**config.mk**
```make
export PLATFORM = sky130hd
export DESIGN_NAME = mem_access_stage
export DESIGN_NICKNAME = d
export VERILOG_FILES = /design/src/rtl/mem_access_stage.sv
export SDC_FILE = /design/constraint.sdc
export NUM_CORES = 1
export LEC_CHECK = 0
export ABC_CLOCK_PERIOD_IN_PS = 2550
export CORE_ASPECT_RATIO = 0.75
export CORE_MARGIN = 2
export CORE_UTILIZATION = 43
export DETAILED_ROUTE_END_ITERATION = 6
export PLACE_DENSITY = 0.84
export SKIP_LAST_GASP = 1
export SLEW_MARGIN = 10
export SYNTH_ARGS = -nofsm -noshare
export SYNTH_HDL_FRONTEND = slang
export SYNTH_SLANG_ARGS = --single-unit
```
**constraint.sdc**
```tcl
create_clock -name clk -period 2.55 [get_ports clk]
set_clock_uncertainty 0.1 [all_clocks]
set_input_delay 0.6375 -clock clk [delete_from_list [all_inputs] [get_ports clk]]
set_output_delay 0.6375 -clock clk [all_outputs]
set_load 0.01 [all_outputs]
```
**src/rtl/mem_access_stage.sv**
```systemverilog
// Memory stage: turns loads/stores into req/ack bus transactions and formats load data for ME_WB.
// Optional build macro MEM_MISALIGN_TRAP_EN: misaligned H/W accesses trap instead of being issued.
module mem_access_stage #(
  parameter int TIMEOUT_CYCLES = 255,
  parameter int CNT_W          = 8
) (
  input  logic        clk,
  input  logic        rst,
  input  logic        valid_in,
  input  logic        flush_in,
  input  logic        mem_read_in,
  input  logic        mem_write_in,
  input  logic [2:0]  funct3_in,
  input  logic [31:0] addr_in,
  input  logic [31:0] wdata_in,
  output logic        bus_req,
  output logic        bus_we,
  output logic [31:0] bus_addr,
  output logic [3:0]  bus_be,
  output logic [31:0] bus_wdata,
  input  logic [31:0] bus_rdata,
  input  logic        bus_ack,
  output logic [31:0] mem_data_out,
  output logic        stall_out,
  output logic        bus_err,
  output logic        misalign_trap
);

  typedef enum logic [1:0] {
    ST_IDLE = 2'b00,
    ST_WAIT = 2'b01,
    ST_DONE = 2'b10
  } state_e;

  localparam logic             TO_EN   = (TIMEOUT_CYCLES != 0);
  localparam logic [CNT_W-1:0] TO_LAST = CNT_W'(TIMEOUT_CYCLES - 1);

  function automatic logic [3:0] lane_be(input logic [2:0] f3, input logic [1:0] a);
    logic [3:0] be;
    case (f3[1:0])
      2'b00:   be = 4'b0001 << a;
      2'b01:   be = 4'b0011 << {a[1], 1'b0};
      default: be = 4'b1111;
    endcase
    return be;
  endfunction

  function automatic logic [31:0] lane_data(input logic [2:0] f3, input logic [31:0] wd);
    logic [31:0] r;
    case (f3[1:0])
      2'b00:   r = {4{wd[7:0]}};
      2'b01:   r = {2{wd[15:0]}};
      default: r = wd;
    endcase
    return r;
  endfunction

  // The offset comes from the address latched at accept time, not the live pipeline input.
  function automatic logic [31:0] load_format(input logic [2:0] f3, input logic [1:0] a,
                                              input logic [31:0] rdata);
    logic [7:0]  b;
    logic [15:0] h;
    logic [31:0] r;
    b = rdata[{a, 3'b000} +: 8];
    h = a[1] ? rdata[31:16] : rdata[15:0];
    case (f3)
      3'b000:  r = {{24{b[7]}}, b};
      3'b001:  r = {{16{h[15]}}, h};
      3'b100:  r = {24'h00_0000, b};
      3'b101:  r = {16'h0000, h};
      default: r = rdata;
    endcase
    return r;
  endfunction

  state_e            state_q, state_d;
  logic [CNT_W-1:0]  cnt_q, cnt_d;
  logic              bus_req_q, bus_req_d;
  logic              bus_we_q, bus_we_d;
  logic [31:0]       bus_addr_q, bus_addr_d;
  logic [3:0]        bus_be_q, bus_be_d;
  logic [31:0]       bus_wdata_q, bus_wdata_d;
  logic [31:0]       mem_data_out_q, mem_data_out_d;
  logic              bus_err_q, bus_err_d;
  logic              misalign_trap_q, misalign_trap_d;
  logic [2:0]        f3_q, f3_d;
  logic [1:0]        alo_q, alo_d;

  logic              mem_op_s;
  logic              trap_cond_s;
  logic              start_s;
  logic              trap_evt_s;

`ifdef MEM_MISALIGN_TRAP_EN
  assign trap_cond_s = ((funct3_in[1:0] == 2'b01) & addr_in[0]) |
                       (funct3_in[1] & (addr_in[1:0] != 2'b00));
`else
  assign trap_cond_s = 1'b0;
`endif

  assign mem_op_s   = valid_in & ~flush_in & (mem_read_in | mem_write_in);
  assign start_s    = mem_op_s & ~trap_cond_s;
  assign trap_evt_s = mem_op_s & trap_cond_s;
  assign stall_out  = ((state_q == ST_IDLE) & start_s) | (state_q == ST_WAIT);

  // Next-state and next-output computation for the transaction FSM.
  always_comb begin
    state_d         = state_q;
    cnt_d           = cnt_q;
    bus_req_d       = bus_req_q;
    bus_we_d        = bus_we_q;
    bus_addr_d      = bus_addr_q;
    bus_be_d        = bus_be_q;
    bus_wdata_d     = bus_wdata_q;
    mem_data_out_d  = mem_data_out_q;
    bus_err_d       = 1'b0;
    misalign_trap_d = 1'b0;
    f3_d            = f3_q;
    alo_d           = alo_q;
    case (state_q)
      ST_IDLE: begin
        if (start_s) begin
          state_d     = ST_WAIT;
          cnt_d       = '0;
          bus_req_d   = 1'b1;
          bus_we_d    = mem_write_in;
          bus_addr_d  = {addr_in[31:2], 2'b00};
          bus_be_d    = lane_be(funct3_in, addr_in[1:0]);
          bus_wdata_d = lane_data(funct3_in, wdata_in);
          f3_d        = funct3_in;
          alo_d       = addr_in[1:0];
        end else if (trap_evt_s) begin
          misalign_trap_d = 1'b1;
          mem_data_out_d  = 32'h0000_0000;
        end else begin
          state_d = ST_IDLE;
        end
      end
      ST_WAIT: begin
        cnt_d = cnt_q + CNT_W'(1);
        if (bus_ack) begin
          state_d   = ST_DONE;
          cnt_d     = '0;
          bus_req_d = 1'b0;
          if (!bus_we_q) begin
            mem_data_out_d = load_format(f3_q, alo_q, bus_rdata);
          end else begin
            mem_data_out_d = mem_data_out_q;
          end
        end else if (TO_EN && (cnt_q == TO_LAST)) begin
          state_d        = ST_DONE;
          cnt_d          = '0;
          bus_req_d      = 1'b0;
          mem_data_out_d = 32'h0000_0000;
          bus_err_d      = 1'b1;
        end else begin
          state_d = ST_WAIT;
        end
      end
      ST_DONE: begin
        state_d = ST_IDLE;
      end
      default: begin
        state_d   = ST_IDLE;
        bus_req_d = 1'b0;
        cnt_d     = '0;
      end
    endcase
  end

  // State and output registers with synchronous active-low reset.
  always_ff @(posedge clk) begin
    if (!rst) begin
      state_q         <= ST_IDLE;
      cnt_q           <= '0;
      bus_req_q       <= 1'b0;
      bus_we_q        <= 1'b0;
      bus_addr_q      <= 32'h0000_0000;
      bus_be_q        <= 4'b0000;
      bus_wdata_q     <= 32'h0000_0000;
      mem_data_out_q  <= 32'h0000_0000;
      bus_err_q       <= 1'b0;
      misalign_trap_q <= 1'b0;
      f3_q            <= 3'b000;
      alo_q           <= 2'b00;
    end else begin
      state_q         <= state_d;
      cnt_q           <= cnt_d;
      bus_req_q       <= bus_req_d;
      bus_we_q        <= bus_we_d;
      bus_addr_q      <= bus_addr_d;
      bus_be_q        <= bus_be_d;
      bus_wdata_q     <= bus_wdata_d;
      mem_data_out_q  <= mem_data_out_d;
      bus_err_q       <= bus_err_d;
      misalign_trap_q <= misalign_trap_d;
      f3_q            <= f3_d;
      alo_q           <= alo_d;
    end
  end

  assign bus_req       = bus_req_q;
  assign bus_we        = bus_we_q;
  assign bus_addr      = bus_addr_q;
  assign bus_be        = bus_be_q;
  assign bus_wdata     = bus_wdata_q;
  assign mem_data_out  = mem_data_out_q;
  assign bus_err       = bus_err_q;
  assign misalign_trap = misalign_trap_q;

endmodule
```
# [Word level (Yosys, flattened, before mapping)]
# Cells that the tools add are included.
[classes] n_shift=3 n_mux=20 addsub=1 bitwise_logic=9 n_reduce_logical=9 eq_ne=10
[op_table] op="$pmux 32 s4" count=1
[op_table] op="$mux 32" count=3
[op_table] op="$pmux 32 s2" count=1
[op_table] op="$shiftx 32x6->8" count=1
[op_table] op="$mux 8" count=3
[op_table] op="$pmux 8 s3" count=1
[op_table] op="$mux 16" count=1
[op_table] op="$add 8x1->8 const B" count=1
[op_table] op="$eq 8x8->1 const B" count=1
[op_table] op="$pmux 4 s2" count=1
[op_table] op="$eq 3x3->1 const B" count=2
[op_table] op="$reduce_and 3->1" count=2
[op_table] op="$mux 1" count=5
[op_table] op="$eq 2x1->1 const B" count=2
[op_table] op="$logic_not 2->1" count=2
[op_table] op="$mux 2" count=2
[op_table] op="$ne 2x2->1 const B" count=2
[op_table] op="$not 1->1" count=4
[op_table] op="$pmux 2 s2" count=1
[op_table] op="$reduce_and 2->1" count=2
[op_table] op="$shl 1x2->4 const A" count=1
[op_table] op="$shl 2x2->4 const A" count=1
[op_table] op="$and 1x1->1" count=3
[op_table] op="$eq 3x1->1 const B" count=1
[op_table] op="other kinds (7)" count=8
[totals] input_bits=106 out_inout_bits=105 register_bits=116 elab_cells=63

# [Logic depth before layout (Yosys ltp)]
[logic_depth] word_depth=5 ltp_mapped=8 depth_no_buf=6

# [Worst setup path before layout]
# Ideal clock, no wire load.
[synth_timing] path_kind="input -> register" from="input bus_rdata[31]" to="register mem_data_out_q[16], in the netlist mem_data_out[16]" path_stages=6 t_required_ns=2.328 setup_slack_ns=0.320 path_buffers=2 setup_time_ns=0.122 arrival_ns=2.008 cell_sequence="mux2_2 mux4_2 and3_4 buf_6 buf_6 a221o_1"
[synth_via] elab_chain_len=4 elab_cells_between_ends=5 classes_between="shift (1); mux (4)"
[synth_rtl] item="from (decl)" line_no="21" source="input logic [31:0] bus_rdata,"
[synth_rtl] item="$shiftx 32x6->8 / $mux 16 (equally long branches)" line_no="64, 65"
[synth_rtl] item="$pmux 32 s4 *" line_no="66" source="case (f3)"
[synth_rtl] item="$mux 32 *" line_no="145" source="if (!bus_we_q) begin"
[synth_rtl] item="$mux 32 *" line_no="141" source="if (bus_ack) begin"
[synth_rtl] item="to (signal assigned)" line_no="194" source="mem_data_out_q <= mem_data_out_d;"
[synth_rtl] item="to (decl)" line_no="83" source="logic [31:0] mem_data_out_q, mem_data_out_d;"
# Every way passes the cells marked *; elsewhere a longest branch is shown, timed or not. The select of a mux whose other input is x is not followed.
# A chain may end at the register's enable or synchronous reset.

# [Worst setup path in the final report]
[layout_timing] from="input mem_write_in" to="output stall_out"
[layout_via] elab_chain_len=4
[layout_rtl] item="from (decl)" line_no="12" source="input logic mem_write_in,"
[layout_rtl] item="$or 1x1->1" line_no="101" source="assign mem_op_s = valid_in & ~flush_in & (mem_read_in | mem_write_in);"
[layout_rtl] item="$and 1x1->1" line_no="101"
[layout_rtl] item="$and 1x1->1" line_no="104" source="assign stall_out = ((state_q == ST_IDLE) & start_s) | (state_q == ST_WAIT);"
[layout_rtl] item="$or 1x1->1" line_no="104"
[layout_rtl] item="to (decl)" line_no="24" source="output logic stall_out,"
# No other way between the ends.

==> impl_metrics.yaml <==
critical_path:
  worstSetupEndpointType: "primary output"
  r2r_slack_ns: 0.38
  crit_type: "input pin to primary output"
  crit_path_start_kind: "input pin"
  crit_fanout: 2
  worstRegToRegCells: 4
  worstReg2RegStart: "alo_q[0]$_SDFFE_PN0P_"
  cp_data_arrival_time_ns: 1.75
  rr_endpoint: "mem_data_out[29]$_SDFFE_PN0P_"
  crit_required_ns: 1.81
placed_design:
  place.gp.congestion: 0.9225
  placed_cell_area_mm2: 0.007287
  place_inst: 922
  port_buffers: 207
  hpwl_um: 12260
timing:
  finalHoldViolCount: 0
  rsz0062_at_grt: "no"
  fin_crit_sh: 0.9765
  relSlewSlack: 0.5782
  min_period_ns: 2.490
  fmax_ghz: 0.4016
  drv_slew: 0
  worst_slew_pin_slew_ns: 0.6318
  setup_viol: 0
clocking:
  root_buffer: "clkbuf_16"
  cts_tree: "yes"
  clockBufferDepth: 2
  htree_levels: 4
  cts_buffers: 17
  clkSinkCount: 116
  insertion_delay_ns: 0.40
  clk_pin_slew_ns: 0.05
  cts_hold_buf: 0
synth:
  synthArstFlopShare: 0
  synth_edf_count: 0
  synth_cell_types: 47
  synth_most_common_cell: "nand2_1"
  yosys.area.top_type: "dfxtp_1"
  synth_top_area_frac: 0.4685
  syn_area_mm2: 0.004957
  netlist_instances: 596
  synth_area_per_cell_um2: 8.318
  seq_area_frac_synth: 0.4685
  ys.flop_type: "dfxtp_1"
  synthTopCellsByArea: "dfxtp_1, nand2_1, a21oi_1"
  yosys_warnings: 0
  synth_seq_cells: 116
  synthTopCellsByCount: "nand2_1, dfxtp_1, a21oi_1"
final_layout:
  drive_above_1_share: 0.08231
  instances_no_fill: 954
  fin_area_mm2: 0.007891
  num_antenna_cells: 0
  finalNetCount: 909
  syn2layout_area_growth_pct: 59.19
global_route:
  grt_use_total: 0.2684
  grt_pass1_vias: 5151
  grt_first_pass_wirelength_um: 26500
  grt_max_degree: 48
  grt.overflow.total: 0
  antenna_found_initial: 0
die:
  num_io_pins: 211
  initial_utilization: 0.4480
  die_x_um: 128.0
  die-area_mm2: 0.01241
  num_rows: 33
  core_mm2: 0.01107
  die_h_um: 96.99
power_and_ir_drop:
  powerDensity_mw_per_mm2: 641.3
  leakage_nw: 2.886
  peakVddDrop_mv: 0.4938
route:
  wl_per_cell_um: 17.31
  dr.pass1.iters: 5
  drc_errors: 0
  drtIter0Drc: 429
  vias: 5246
  postRouteAntennaNets: 0
  routed_wl_um: 16510
  via_per_inst: 5.499
worst_hold_path:
  hp-class: "flip-flop to flip-flop"
  hold_depth: 2
  hold_end: "bus_addr[3]$_SDFFE_PN0P_"
  min_from: "bus_addr[3]$_SDFFE_PN0P_"
run_status:
  status: "complete, no violations"
run:
  maxCapViolCount: 0
critical path: stages:
cell             delay [ns]
clkdlybuf4s50_1        0.47
nor2_2                 0.16
nor2_1                 0.06
nor2_1                 0.09
nor2_1                 0.04
dlygate4sd2_1          0.29
flip-flops by register name (all words and copies together) (netlist names), 2 cells and up:
signal	cells
mem_data_out	32
cnt_q	8
f3_q	3
bus_wdata	32
alo_q	2
bus_addr	30
bus_be	4
state_q	2
layout make-up:
type	instances	area (um2)
clock buffers	20	446.7
clock inverters	12	156.4
fillers	838	3174
inverters	13	48.80
multi-input cells	419	2394
flip-flops and latches	116	2322
well taps	140	175.2
repair buffers	234	2349
cell usage in the layout, fill, tap and decap left out, types with 11 or more instances in the layout:
| master | count |
|---|---|
| a211oi_1 | 11 |
| a21oi_1 | 76 |
| a221o_1 | 16 |
| buf_4 | 21 |
| clkbuf_16 | 17 |
| clkdlybuf4s50_1 | 206 |
| dfxtp_1 | 116 |
| inv_1 | 11 |
| mux2i_1 | 17 |
| nand2_1 | 124 |
| nand3_1 | 12 |
| nor2_1 | 36 |
| o21ai_0 | 31 |
kinds of logic (layout without fill, tap and decap cells):
logic type / Yosys count / after routing / share of synthesized area
AOI/OAI and AO/OA: 183 / 183 / 0.2400
xor gates and xnor gates: 1 / 1 / 0.001767
adders and majority gates: 2 / 2 / 0.005047
buffers and inverters: 63 / 279 / 0.05351
DFF: 116 / 116 / 0.4685
muxes: 20 / 20 / 0.04341
other: 1 / 3 / 0.0007565
and+or+nand+nor: 210 / 210 / 0.1870
routing by layer:
| layer | vias to the layer above | routed length [um] | global-route usage |
|---|---|---|---|
| li1 | 2519 | - | - |
| met1 | 2494 | 7157 | 0.3441 |
| met2 | 210 | 7840 | 0.4360 |
| met3 | 23 | 1231 | 0.07854 |
| met4 | 0 | 285 | 0.08284 |
| met5 | - | 0 | 0 |
report_power, final:
group / leakage (nW) / internal, mW / switching, mW / total, mW
sequential: 0.943 / 1.89 / 0.0521 / 1.94
clock: 0.282 / 1.56 / 0.841 / 2.40
combinational: 1.66 / 0.393 / 0.323 / 0.716
through the flow:
stage	total power [mW]	TNS (ns)	worst slack (ns)	utilization	hold WS (ns)
floorplan	2.254	0	0.3199	-	0.3517
global placement	2.666	-6.651	-0.1781	0.6585	0.3407
detailed placement	2.687	-9.063	-0.2143	0.6585	0.3482
CTS	5.079	0	0.03533	0.7129	0.3536
global route	5.240	0	0.01571	0.7131	0.3713
finish	5.060	0	0.06001	0.7131	0.3499
how the worst max path moves through the flow:
stage	slack [ns]	start	cells past startpoint	endpoint
2_1_floorplan	0.32	bus_rdata[31]	6	mem_data_out[16]$_SDFFE_PN0P_
3_3_place_gp	-0.18	mem_write_in	6	stall_out
3_5_place_dp	-0.21	mem_write_in	6	stall_out
4_1_cts	0.04	mem_write_in	6	stall_out
5_1_grt	0.02	flush_in	6	stall_out
6_report	0.06	mem_write_in	6	stall_out
timing repair:
item,4_1_cts,5_1_grt
hold endpoints to repair,0,0
gates resized for setup,1,1
setup buffers,0,0
setup endpoints to repair,1,1
(Power assumes the default switching activity.)
